[config.mk]
export PLATFORM = sky130hd
export DESIGN_NAME = elastic_alu_pipe
export DESIGN_NICKNAME = d
export VERILOG_FILES = /design/src/rtl/pd_alu_pkg.sv /design/src/rtl/elastic_stage.sv /design/src/rtl/elastic_alu_pipe.sv
export SDC_FILE = /design/constraint.sdc
export NUM_CORES = 1
export LEC_CHECK = 0
export ABC_AREA = 1
export ABC_CLOCK_PERIOD_IN_PS = 7700
export BUFFER_PORTS_ARGS = -buffer_cell sky130_fd_sc_hd__clkbuf_2
export CELL_PAD_IN_SITES_DETAIL_PLACEMENT = 0
export CELL_PAD_IN_SITES_GLOBAL_PLACEMENT = 1
export CORE_MARGIN = 2
export CORE_UTILIZATION = 48
export CTS_BUF_LIST = sky130_fd_sc_hd__clkbuf_8
export DETAILED_ROUTE_END_ITERATION = 12
export PLACE_DENSITY_LB_ADDON = 0.1
export SLEW_MARGIN = 30
export SYNTH_ARGS = -nofsm -noshare
export SYNTH_HDL_FRONTEND = slang
export SYNTH_HIERARCHICAL = 1
export SYNTH_SLANG_ARGS = --single-unit
[constraint.sdc]
create_clock -name clk -period 7.7 [get_ports clk]
set_input_delay 2.31 -clock clk [delete_from_list [all_inputs] [get_ports clk]]
set_output_delay 2.31 -clock clk [all_outputs]
set_load 0.02 [all_outputs]
[src/rtl/pd_alu_pkg.sv]
// Shared ALU operation encoding and the combinational compute function used by
// elastic_alu_pipe. The function works at a fixed maximum width; callers zero-extend.
package pd_alu_pkg;

  typedef enum logic [2:0] {
    ALU_ADD = 3'd0,
    ALU_SUB = 3'd1,
    ALU_AND = 3'd2,
    ALU_OR  = 3'd3,
    ALU_XOR = 3'd4,
    ALU_SLL = 3'd5,
    ALU_SRL = 3'd6,
    ALU_SRA = 3'd7
  } alu_op_e;

  localparam int ALU_MAX_W = 64;

  // op1/op2 must arrive zero-extended above `width`; the caller truncates the result.
  function automatic logic [ALU_MAX_W-1:0] alu_compute(
    input alu_op_e                op,
    input logic [ALU_MAX_W-1:0]   op1,
    input logic [ALU_MAX_W-1:0]   op2,
    input int                     width
  );
    logic [ALU_MAX_W-1:0] fill;
    logic [ALU_MAX_W-1:0] op1_sx;
    logic [5:0]           shamt;
    logic                 sign;
    shamt  = op2[5:0] & 6'(width - 1);
    fill   = ~((ALU_MAX_W'(1) << width) - ALU_MAX_W'(1));
    sign   = |(op1 & (ALU_MAX_W'(1) << (width - 1)));
    op1_sx = sign ? (op1 | fill) : op1;
    case (op)
      ALU_ADD: alu_compute = op1 + op2;
      ALU_SUB: alu_compute = op1 - op2;
      ALU_AND: alu_compute = op1 & op2;
      ALU_OR:  alu_compute = op1 | op2;
      ALU_XOR: alu_compute = op1 ^ op2;
      ALU_SLL: alu_compute = op1 << shamt;
      ALU_SRL: alu_compute = op1 >> shamt;
      ALU_SRA: alu_compute = $signed(op1_sx) >>> shamt;
      default: alu_compute = '0;
    endcase
  endfunction

endpackage

[src/rtl/elastic_stage.sv]
// One elastic register slice: holds a payload when downstream stalls, refills when empty.
module elastic_stage #(
  parameter int DW = 8
) (
  input  logic          clk,
  input  logic          reset,
  input  logic          flush,
  input  logic          up_valid,
  input  logic [DW-1:0] up_data,
  output logic          up_ready,
  output logic          dn_valid,
  output logic [DW-1:0] dn_data,
  input  logic          dn_ready
);

  assign up_ready = !dn_valid || dn_ready;

  always_ff @(posedge clk or negedge reset) begin
    if (!reset) begin
      dn_valid <= 1'b0;
      dn_data  <= '0;
    end else if (flush) begin
      dn_valid <= 1'b0;
    end else if (up_ready) begin
      dn_valid <= up_valid;
      if (up_valid) dn_data <= up_data;
    end
  end

endmodule

[src/rtl/elastic_alu_pipe.sv]
// Back-pressurable ALU pipeline: result computed ahead of stage 0, then carried
// with its zero flag and tag through STAGES elastic slices.
module elastic_alu_pipe
  import pd_alu_pkg::*;
#(
  parameter int WIDTH  = 32,
  parameter int STAGES = 3,
  parameter int TAG_W  = 4
) (
  input  logic             clk,
  input  logic             reset,
  input  logic             flush,
  input  logic             in_valid,
  output logic             in_ready,
  input  logic [2:0]       in_op,
  input  logic [WIDTH-1:0] in_op1,
  input  logic [WIDTH-1:0] in_op2,
  input  logic [TAG_W-1:0] in_tag,
  output logic             out_valid,
  input  logic             out_ready,
  output logic [WIDTH-1:0] out_res,
  output logic             out_zero,
  output logic [TAG_W-1:0] out_tag
);

  localparam int DW = WIDTH + 1 + TAG_W;

  logic [WIDTH-1:0] res;
  logic             stg_valid [STAGES+1];
  logic             stg_ready [STAGES+1];
  logic [DW-1:0]    stg_data  [STAGES+1];

  always_comb begin
    res = WIDTH'(alu_compute(alu_op_e'(in_op), ALU_MAX_W'(in_op1), ALU_MAX_W'(in_op2), WIDTH));
  end

  assign stg_valid[0]      = in_valid;
  assign stg_data[0]       = {res, (res == '0), in_tag};
  assign stg_ready[STAGES] = out_ready;

  // Gating with flush keeps the producer from seeing a handshake on a flush edge.
  assign in_ready = stg_ready[0] && !flush;

  for (genvar i = 0; i < STAGES; i++) begin : g_stage
    elastic_stage #(.DW(DW)) u_stage (
      .clk      (clk),
      .reset    (reset),
      .flush    (flush),
      .up_valid (stg_valid[i]),
      .up_data  (stg_data[i]),
      .up_ready (stg_ready[i]),
      .dn_valid (stg_valid[i+1]),
      .dn_data  (stg_data[i+1]),
      .dn_ready (stg_ready[i+1])
    );
  end

  assign out_valid                    = stg_valid[STAGES];
  assign {out_res, out_zero, out_tag} = stg_data[STAGES];

endmodule

==> Word level (Yosys, flattened, before mapping) <==
Cells that the tools add are included.
{ "word_totals": {"ramBits": 0, "latch_bits": 0, "regBits": 114, "memories": 0, "word_cells": 46, "romBits": 0} }
{ "classes": {"n_shift": 3, "div": 0, "reduce_logical": 16, "addsub": 2, "eq_ne": 7, "mul": 0, "n_bitwise": 4, "muxes": 8, "n_lt_le_gt_ge": 0} }
{ "ops": {"columns": ["cell", "count"], "rows": [
  ["$pmux W32 S8", 1],
  ["$mux W64", 1],
  ["$sshr A64 B5 Y32", 1],
  ["$add A32 B32 Y32", 1],
  ["$and A32 B32 Y32", 1],
  ["$logic_not A32 Y1", 1],
  ["$or A32 B32 Y32", 1],
  ["$shl A32 B5 Y32", 1],
  ["$shr A32 B5 Y32", 1],
  ["$sub A32 B32 Y32", 1],
  ["$xor A32 B32 Y32", 1],
  ["$eq A3 B3 Y1 const B", 4],
  ["$reduce_and A3 Y1", 3],
  ["$eq A3 B2 Y1 const B", 2],
  ["$mux W1", 6],
  ["$reduce_bool A2 Y1", 3],
  ["$logic_not A1 Y1", 4],
  ["$eq A3 B1 Y1 const B", 1],
  ["$logic_not A3 Y1", 1],
  ["$logic_or A1 B1 Y1", 3],
  ["$logic_and A1 B1 Y1", 1],
  ["$not A1 Y1", 1]
]} }

==> Depth between registers and ports, before layout <==
Gate-level depths: netlist of the first run.
{ "logic_depth": {"ltp_word": 6, "depth_mapped": 34, "ltp_nobuf": 31} }

==> Cells and area by module <==
Netlist of the first run, hierarchy kept.
{ "by_module_without_submodules": {"columns": ["module", "instances", "area_each_um2", "seq_area_each_um2", "cells_each"], "rows": [
  ["elastic_alu_pipe", 1, 9248.9, 0.0, 1838],
  ["elastic_stage", 3, 1710.4, 950.9, 166]
]} }

==> Worst setup path before layout of the first run <==
Ideal clock, no wire load.
{ "synth_timing": {"path_kind": "in2out", "from": "input port out_ready", "to": "output port in_ready", "path_buffers": 3, "slack_ps": 1873, "required_time_ps": 5390, "stages": 11, "t_arrival_ps": 3517, "cell_sequence": "inv_1 > nand2_4 > buf_4 > inv_1 > nand2_4 > buf_4 > inv_1 > nand2_4 > buf_4 > inv_1 > nor2_1"} }
{ "synth_rtl": {"columns": ["item", "line_no", "rtl"], "rows": [
  ["start: declaration", "elastic_alu_pipe.sv:20", "input logic out_ready,"],
  ["end: declaration", "elastic_alu_pipe.sv:14", "output logic in_ready,"]
]} }

==> summary.md, run 1 <==
After global routing the overflow that remains totals 0. The logs give 2,791 for the final non-filler cell total and 8.72 nW for the leakage power total. The clock root buffer master was clkbuf_8. Setup violations remaining at the end of the flow were counted as 0. Counting every sink on the clock net gives 114.

Buffers inserted to repair hold after CTS numbered 0. When the netlist entered floorplanning its net count stood at 2,510. The run gives 5.36 ns as the minimum setup slack among reg-to-reg paths. The cell area that synthesis handed to floorplanning was 14,400 um2.

In this run the vertical extent of the chip is 177 um. Max-cap violations in this run came to 0. Count of input and output buffers: 114. Entering global routing, the biggest net connects 79 pins. The clock-pin slew on the worst setup and hold paths came out at 0.07 ns. For the area used by multi-input combinational logic, the log shows 9660 um2. Counting tap cells, the placed design contains a total of 2,759 instances. The H-tree was split into 4 levels. The storage element area is 2850 um2. The total length of routed wires is 54,900 um, and the measured slew at the worst slew-check pin is 0.968 ns.

The critical setup path kind is input port to register. Of all flip-flops after synthesis, the portion carrying an async set or reset was 100%. Cells fill 51.1% of the core in the end. TritonCTS built the clock tree. The standard-cell row count was 63. After filler insertion, the fill cell instance count of the layout stands at 3,211. The worst register-to-register path begins at g_stage[2].u_stage/dn_valid. Of the synthesized area, sequential elements account for 19.8%. At the worst endpoint, the arrival time is 6.81 ns. The largest clock skew in the final design was 0.0191 ns; the share of layout cells above drive strength 1 was 13.0%.

Data on the critical path is required at its endpoint by 8.10 ns. The first global-routing pass estimated 84,800 um of wire. The initial antenna violation count is 0, and the part of the total power dissipated in combinational logic is 43.6%.

Before antenna repair, the detailed router went through 6 iterations. The setup slack after layout came out at 1.29 ns. Buffers inserted during clock tree synthesis total 25. The origin of the worst min-delay path was g_stage[2].u_stage/dn_data[20]. From synthesis to final layout, the design area changed by 5.14%. The floorplan step defined a die boundary enclosing 31,400 um2.

The total power density per cell area works out to 158 nW/um2. The most common cell after layout, fill and taps aside is nand2_1. The internal portion of the total power is 1.36 mW. The later pin in the worst-skew pair is clocked with a latency of 0.46 ns. The die is 177 um wide. Static timing analysis puts the maximum clock frequency at 156 MHz. Measured against the total synthesized area, the mux share comes to 0%.

Dominant combinational cell family by area after synthesis: simple AND/OR/NAND/NOR gates. The min-delay analysis places its worst path in the category register to register. The count of cells along the worst hold path is 2, and the total routing usage reported by global routing is 35.2%. Mean post-synth cell area: 6.16 um2. The switching share of total power came out at 43.2%.

The final number of hold-violating endpoints came out at 0. For this design the total switching power over the nets is 1.03 mW. The flop and latch count out of synthesis is 114, and the count of warnings emitted by yosys is 6. Registers are responsible for 33.5% of the overall power. The logs give 3 for the number of buffers on the longest clock path and 0 for the count of instances resized after the clock tree is built. The number of enable-type register cells in the synthesized netlist is 0. Dividing the detail-routed via count by the number of cells gives 5.63. The area of the core came out at 29,600 um2.

The run finished with clean final reports. Of the total synthesized cell area, the portion taken by XOR and XNOR cells is 2.31%. Summing the areas of all compound-gate instances in the mapped netlist gives 5.73% of the synthesized area. After detailed routing, the number of remaining DRC violations is 0.

IR analysis of the VDD net gives a maximum drop of 0.0892 mV. The endpoint identified for the worst register-to-register timing path is g_stage[0].u_stage/dn_data[24]. The final weighted congestion in routability-driven placement is 0.987, and the adder and majority cell fraction of the synthesized area is 8.58%.

For this block, the via count after detailed routing is 15,701. The maximum fanout count along the critical path is 24. Setup repair after global routing left no endpoint under its margin.

The netlist uses 49 different library cells. Once the floorplan was initialized, standard cells occupied 48.6% of the core. The number of cells on the worst reg-to-reg path is 9.

The logs give 2.39 mW for the final total power and 0 for the count of inserted antenna diode cells. The clock share of power is 22.9%, and the number of setup buffers added after CTS is 0. The tools report the number of global-route vias before repair as 14,681. In the layout the commonest cells are nand2_1, nand3_1, inv_1, nor2_1, dfrtp_1. Before CTS, the worst setup slack after placement is 1.00 ns. In this run the tightest slew margin relative to its limit is 35.2%. The tools report the end point of the most critical hold path as g_stage[2].u_stage/dn_data[20]. Of the available clock period, the critical path in the final layout requires 83.3%. Pin placement for this block handled 115 I/O pins. Dividing the detail-routed wire length by the instance count gives 19.7 um. Of the total synthesized cell area, the portion taken by AND, OR, NAND and NOR gates is 50.5%. The cell count after synthesis came out at 2,336. The kind of end point of the critical path was a register. The count of nets left with antenna violations once routing finished came out at 0.

Adding up every negative setup slack in the final design gives 0 ns. After layout, the minimum clock period comes to 6.41 ns. For this run, the post-layout net count is 2,570.

The critical path launch point type was an input port. The DRC marker count from the first detailed-route iteration came out at 1,427. The max-slew violation count was 0.

Commonest register cell after synthesis: dfrtp_1. For the half-perimeter wire length of the detailed placement result, the log shows 44,500 um.
==> worst max-delay path by stage <==
stage	from	endpoint	slack, ns	cells after the start
finish	in_op2[1]	g_stage[0].u_stage/dn_data[4]	1.29	28
floorplan	out_ready	in_ready	1.87	11
global route	in_op2[1]	g_stage[0].u_stage/dn_data[4]	0.98	30
detailed placement	in_op2[1]	g_stage[0].u_stage/dn_data[4]	1.00	28
CTS	in_op2[1]	g_stage[0].u_stage/dn_data[4]	1.47	30
global placement	in_op2[1]	g_stage[0].u_stage/dn_data[4]	0.99	30
==> power groups by stage <==
stage | combinational, mW | clock [mW] | sequential [mW]
final | 1.04 | 0.547 | 0.801
after global placement | 1.01 | 0 | 0.804
after floorplan | 0.634 | 0 | 0.857
after global routing | 1.16 | 0.590 | 0.815
after detailed placement | 1.02 | 0 | 0.810
after CTS | 1.03 | 0.561 | 0.801
==> cells by family (layout without fill, tap and decap cells) <==
group	Yosys count	count (layout)
AO/OA/AOI/OAI	138	138
buffers and inverters	363	428
flip-flops	114	114
XOR/XNOR	38	38
adder cells (fa/ha/maj)	98	98
AND/OR/NAND/NOR	1585	1585
==> area by class of cell <==
| class | count | area share [%] |
|---|---|---|
| Sequential cell | 114 | 18.9 |
| Clock buffer | 28 | 2.55 |
| Inverter | 260 | 6.48 |
| Timing Repair Buffer | 136 | 4.91 |
| Tap cell | 390 | 3.23 |
| Clock inverter | 4 | 0.108 |
| Multi-Input combinational cell | 1859 | 63.9 |
==> cells in the mapped netlist, drive strengths merged, types with 10 or more instances <==
cell    instances  area [um2]
ha             97        1210
o21ai          37         189
o211ai         18         135
buf            87         836
xor2           36         315
a21oi          55         279
inv           258         971
dfrtp         114        2850
nand3         460        2710
nor2          161         664
nand4          23         144
nor3           10        50.1
nand2         915        3590
clkbuf         16        60.1
==> registers in the layout, indices dropped and copies added (netlist names) <==
signal                    cells
g_stage.u_stage/dn_data     111
g_stage.u_stage/dn_valid      3
==> stage by stage <==
stage               hold WS (ns)  area (um2)
detailed placement         0.457       14700
CTS                        0.471       15100
floorplan                  0.443       14400
finish                     0.466       15100
global placement           0.453       14700
global route               0.493       15100
==> worst max-delay path, stage by stage <==
cell and delay [ns]:
clkbuf_2 0.43, nor2_4 0.26, nand2_2 0.12, nor2_2 0.19
nand2_1 0.17, nor2_1 0.17, nand3_1 0.15, o21ai_0 0.28
o21ai_0 0.18, xor2_1 0.17, inv_1 0.06, ha_1 0.39
nand2_1 0.15, nor2_1 0.25, nand2_1 0.15, nor3_1 0.15
nand2_1 0.15, nand3_1 0.12, nand2_1 0.06, nand2_1 0.06
nand2_1 0.15, nor2_1 0.14, nand2_1 0.05, nor2_1 0.12
nand2_1 0.07, nor2_1 0.12, nand3_2 0.08, nand2_1 0.09
==> routing by layer <==
layer | part of all wire (%) | vias to the layer above | wire [um] | global-route usage [%]
li1 | - | 7606 | - | -
met1 | 42 | 7230 | 23100 | 46.3
met5 | 0 | - | 0 | 0
met2 | 46 | 738 | 25000 | 58.3
met3 | 7.3 | 127 | 4010 | 3.01
met4 | 5.2 | 0 | 2830 | 16.3
(Power assumes the default switching activity.)
==> run 2: changes to the inputs <==
--- a/config.mk
+++ b/config.mk
@@ -6,12 +6,12 @@
 export NUM_CORES = 1
 export LEC_CHECK = 0
 export ABC_AREA = 1
-export ABC_CLOCK_PERIOD_IN_PS = 7700
+export ABC_CLOCK_PERIOD_IN_PS = 6100
 export BUFFER_PORTS_ARGS = -buffer_cell sky130_fd_sc_hd__clkbuf_2
 export CELL_PAD_IN_SITES_DETAIL_PLACEMENT = 0
 export CELL_PAD_IN_SITES_GLOBAL_PLACEMENT = 1
 export CORE_MARGIN = 2
-export CORE_UTILIZATION = 48
+export CORE_UTILIZATION = 45
 export CTS_BUF_LIST = sky130_fd_sc_hd__clkbuf_8
 export DETAILED_ROUTE_END_ITERATION = 12
 export PLACE_DENSITY_LB_ADDON = 0.1
==> constraint.sdc (replaced) <==
create_clock -name clk -period 6.1 [get_ports clk]
set_input_delay 1.83 -clock clk [delete_from_list [all_inputs] [get_ports clk]]
set_output_delay 1.83 -clock clk [all_outputs]
set_load 0.02 [all_outputs]
==> run 2 against run 1 <==
Net effect:
- cell area increased by 1.2%
- wire length increased by 0.18%
- die area increased by 6.5%
- largest cell class unchanged
- combinational power increased by 28%
- total power increased by 26%
- clock skew decreased by 0.0053 ns
- sequential cell count unchanged
- highest routed layer is now met5
==> summary.md, run 2 (synthesis gave the netlist of run 1 again) <==
For the number of global-route vias before repair, the log shows 14,560. Count of TritonRoute iterations in the first routing pass: 8. The worst min-delay path category was register to register. The leakage power total came out at 8.83 nW. For the standard-cell row count, the log shows 65.

The worst setup path is launched from an input port. The logs give 0 for the DRC violation count after routing and 3.02 mW for the final total power. Summed over all failing endpoints, the final setup total negative slack is 0 ns. The floorplan step defined a die boundary enclosing 33,400 um2. 115 I/O pins were placed. Area growth from synthesis to layout: 6.35%.

For this run, the top clock speed supported by timing is 181 MHz. Port buffering added 114 buffers. The worst setup path is captured at a register.

For this design, the CTS-stage hold fixing added 0 buffers. The max-slew violation count came out at 0. After floorplanning, the core was sized to cover 31,500 um2. The largest clock skew in the final design was 0.0139 ns; the measured slew at the worst slew-check pin was 0.816 ns. The total vias in the final route was 15,575; the final weighted congestion in routability-driven placement was 1.01. The library cell contributing the largest single delay on the critical path is a21oi_1.

The logs give 0 for the count of instances resized after the clock tree is built and 25 for the TritonCTS buffer count. The largest registers in the layout are g_stage.u_stage/dn_data (111), g_stage.u_stage/dn_valid (3). The number of antenna diodes in the final layout is 0. The first-pass GRT wire length was 85,200 um; the flip-flop count of the largest register, all copies and words added was 111. Measured along the y axis, the die boundary spans 183 um. For the count of maximum capacitance violations, the log shows 0.

Setup repair after global routing left no endpoint under its margin. The count of buffering cells on the critical path with inverters included works out to 5. For this configuration, the core starts out at a cell density of 45.7%. For the total routing usage reported by global routing, the log shows 33.2%. The most common cell after layout, fill and taps aside was nand2_1.

The top cell types in the final layout, fill and taps aside, are nand2_1, nand3_1, inv_1, nor2_1, dfrtp_1. The total power density per cell area was 198 nW/um2; the routed length per instance was 19.5 um. In the finished design, the share of the clock period the worst path needs comes to 90.4%.

The half-perimeter wire length of the detailed placement result came out at 45,100 um. For the worst setup path, the data arrival time is 5.91 ns. The run gives 6.50 ns as the worst path required time. The cell type with the highest occurrence count on the critical path is nand2_1. TritonCTS built the clock tree. The largest net degree at the start of global routing was 72. The flow ran to the end, and the final reports show no timing, DRC or antenna violations. The worst relative slew slack was 45.5%; the clock insertion delay at the later pin of the skew report was 0.46 ns.

In the final design database the tool counted 2,589 nets. Hold is met by 0.466 ns. The worst-case IR drop observed on VDD is 0.131 mV. For this design, the sink count on the clock tree is 114. The clock-pin slew on the worst setup and hold paths is 0.06 ns.

Subtracting the final worst setup slack from the clock period gives 5.51 ns. Broken down by cell family, the worst path's largest delay share belongs to simple AND/OR/NAND/NOR gates. More flip-flops sit in one register than any other, and that register is g_stage.u_stage/dn_data. The critical setup path kind was input port to register. Of the cells placed in the final design, the portion with a size suffix greater than 1 is 13.6%. Once detail routing completed, the nets flagged for antenna violations numbered 0.

The total length of routed wires was 55,000 um. The run gives 1 as the initial antenna violation count. The run gives 0 as the total congestion overflow. The x dimension of the die is 183 um, and the number of buffers on the longest clock path is 3. After clock tree synthesis, the setup repair step added 0 buffers. The logs give 0 for the final number of hold-violating endpoints and 1,387 for the DRC marker count from the first detailed-route iteration. The maximum fanout count along the critical path was 4. The via count normalized by instance count works out to 5.52. The total number of H-tree levels is 4, and the delay of the slowest critical-path stage is 0.45 ns.

Setup violations remaining at the end of the flow were counted as 0. The clock root buffer master was clkbuf_8.
[run 2: cell count changes in the layout (fill, tap and decap cells not counted)]
cell	before	now
inv_1	248	250
buf_4	22	41
buf_6	1	0
clkinv_2	2	0
buf_16	0	1
nor2_1	148	147
nor2_2	7	8
[run 2: power by group]
part           switching (mW)  internal (mW)
clock network           0.276          0.405
registers              0.0928          0.915
logic                   0.925          0.408
[run 2: layout make-up]
class	count	area, um2
clock buffer	28	385
clock inverter	4	15.0
fill	3523	16200
inverter	260	978
multi-input combinational	1859	9660
sequential	114	2850
tap	402	503
timing repair buffer	155	901
[run 2: path summary, 6_finish.rpt]
kind                            cells after the start                        endpoint  slack [ns]                      startpoint
worst min-delay path                                2  g_stage[2].u_stage/dn_data[26]        0.47  g_stage[2].u_stage/dn_data[26]
worst min register to register                      2  g_stage[2].u_stage/dn_data[26]        0.47  g_stage[2].u_stage/dn_data[26]
worst max-delay path                               28   g_stage[0].u_stage/dn_data[4]        0.59                       in_op2[1]
min in group asynchronous                           1  g_stage[1].u_stage/dn_data[27]        1.28                           reset
worst max register to register                      9  g_stage[0].u_stage/dn_data[28]        3.76     g_stage[2].u_stage/dn_valid
max in group asynchronous                           3  g_stage[1].u_stage/dn_data[29]        3.69                           reset
[run 2: metrics by stage]
step,std cells,utilization [%],setup WS (ns),instance area [um2]
after floorplan,2336,-,0.922,14400
after CTS,2821,48.5,0.705,15300
after global routing,2822,48.6,0.200,15300
after detailed placement,2789,47.2,0.243,14900
final,2822,48.6,0.587,15300
after global placement,2789,47.2,0.266,14900
[run 2: worst reg2reg max path, cell delays in order (launching register included)]
cell     delay (ns)
dfrtp_1        0.40
nand2_4        0.42
inv_1          0.16
nand2_4        0.09
inv_1          0.06
nand2_4        0.06
buf_4          0.45
nand2_4        0.37
nand2_1        0.18
nand2_1        0.06
[run 2: layer usage]
layer	global-route usage (%)	wire, um	up-vias
met5	0	12	-
met4	15.2	2790	2
met3	3.40	3690	141
met2	54.3	24500	669
met1	44.2	24000	7135
li1	-	-	7628
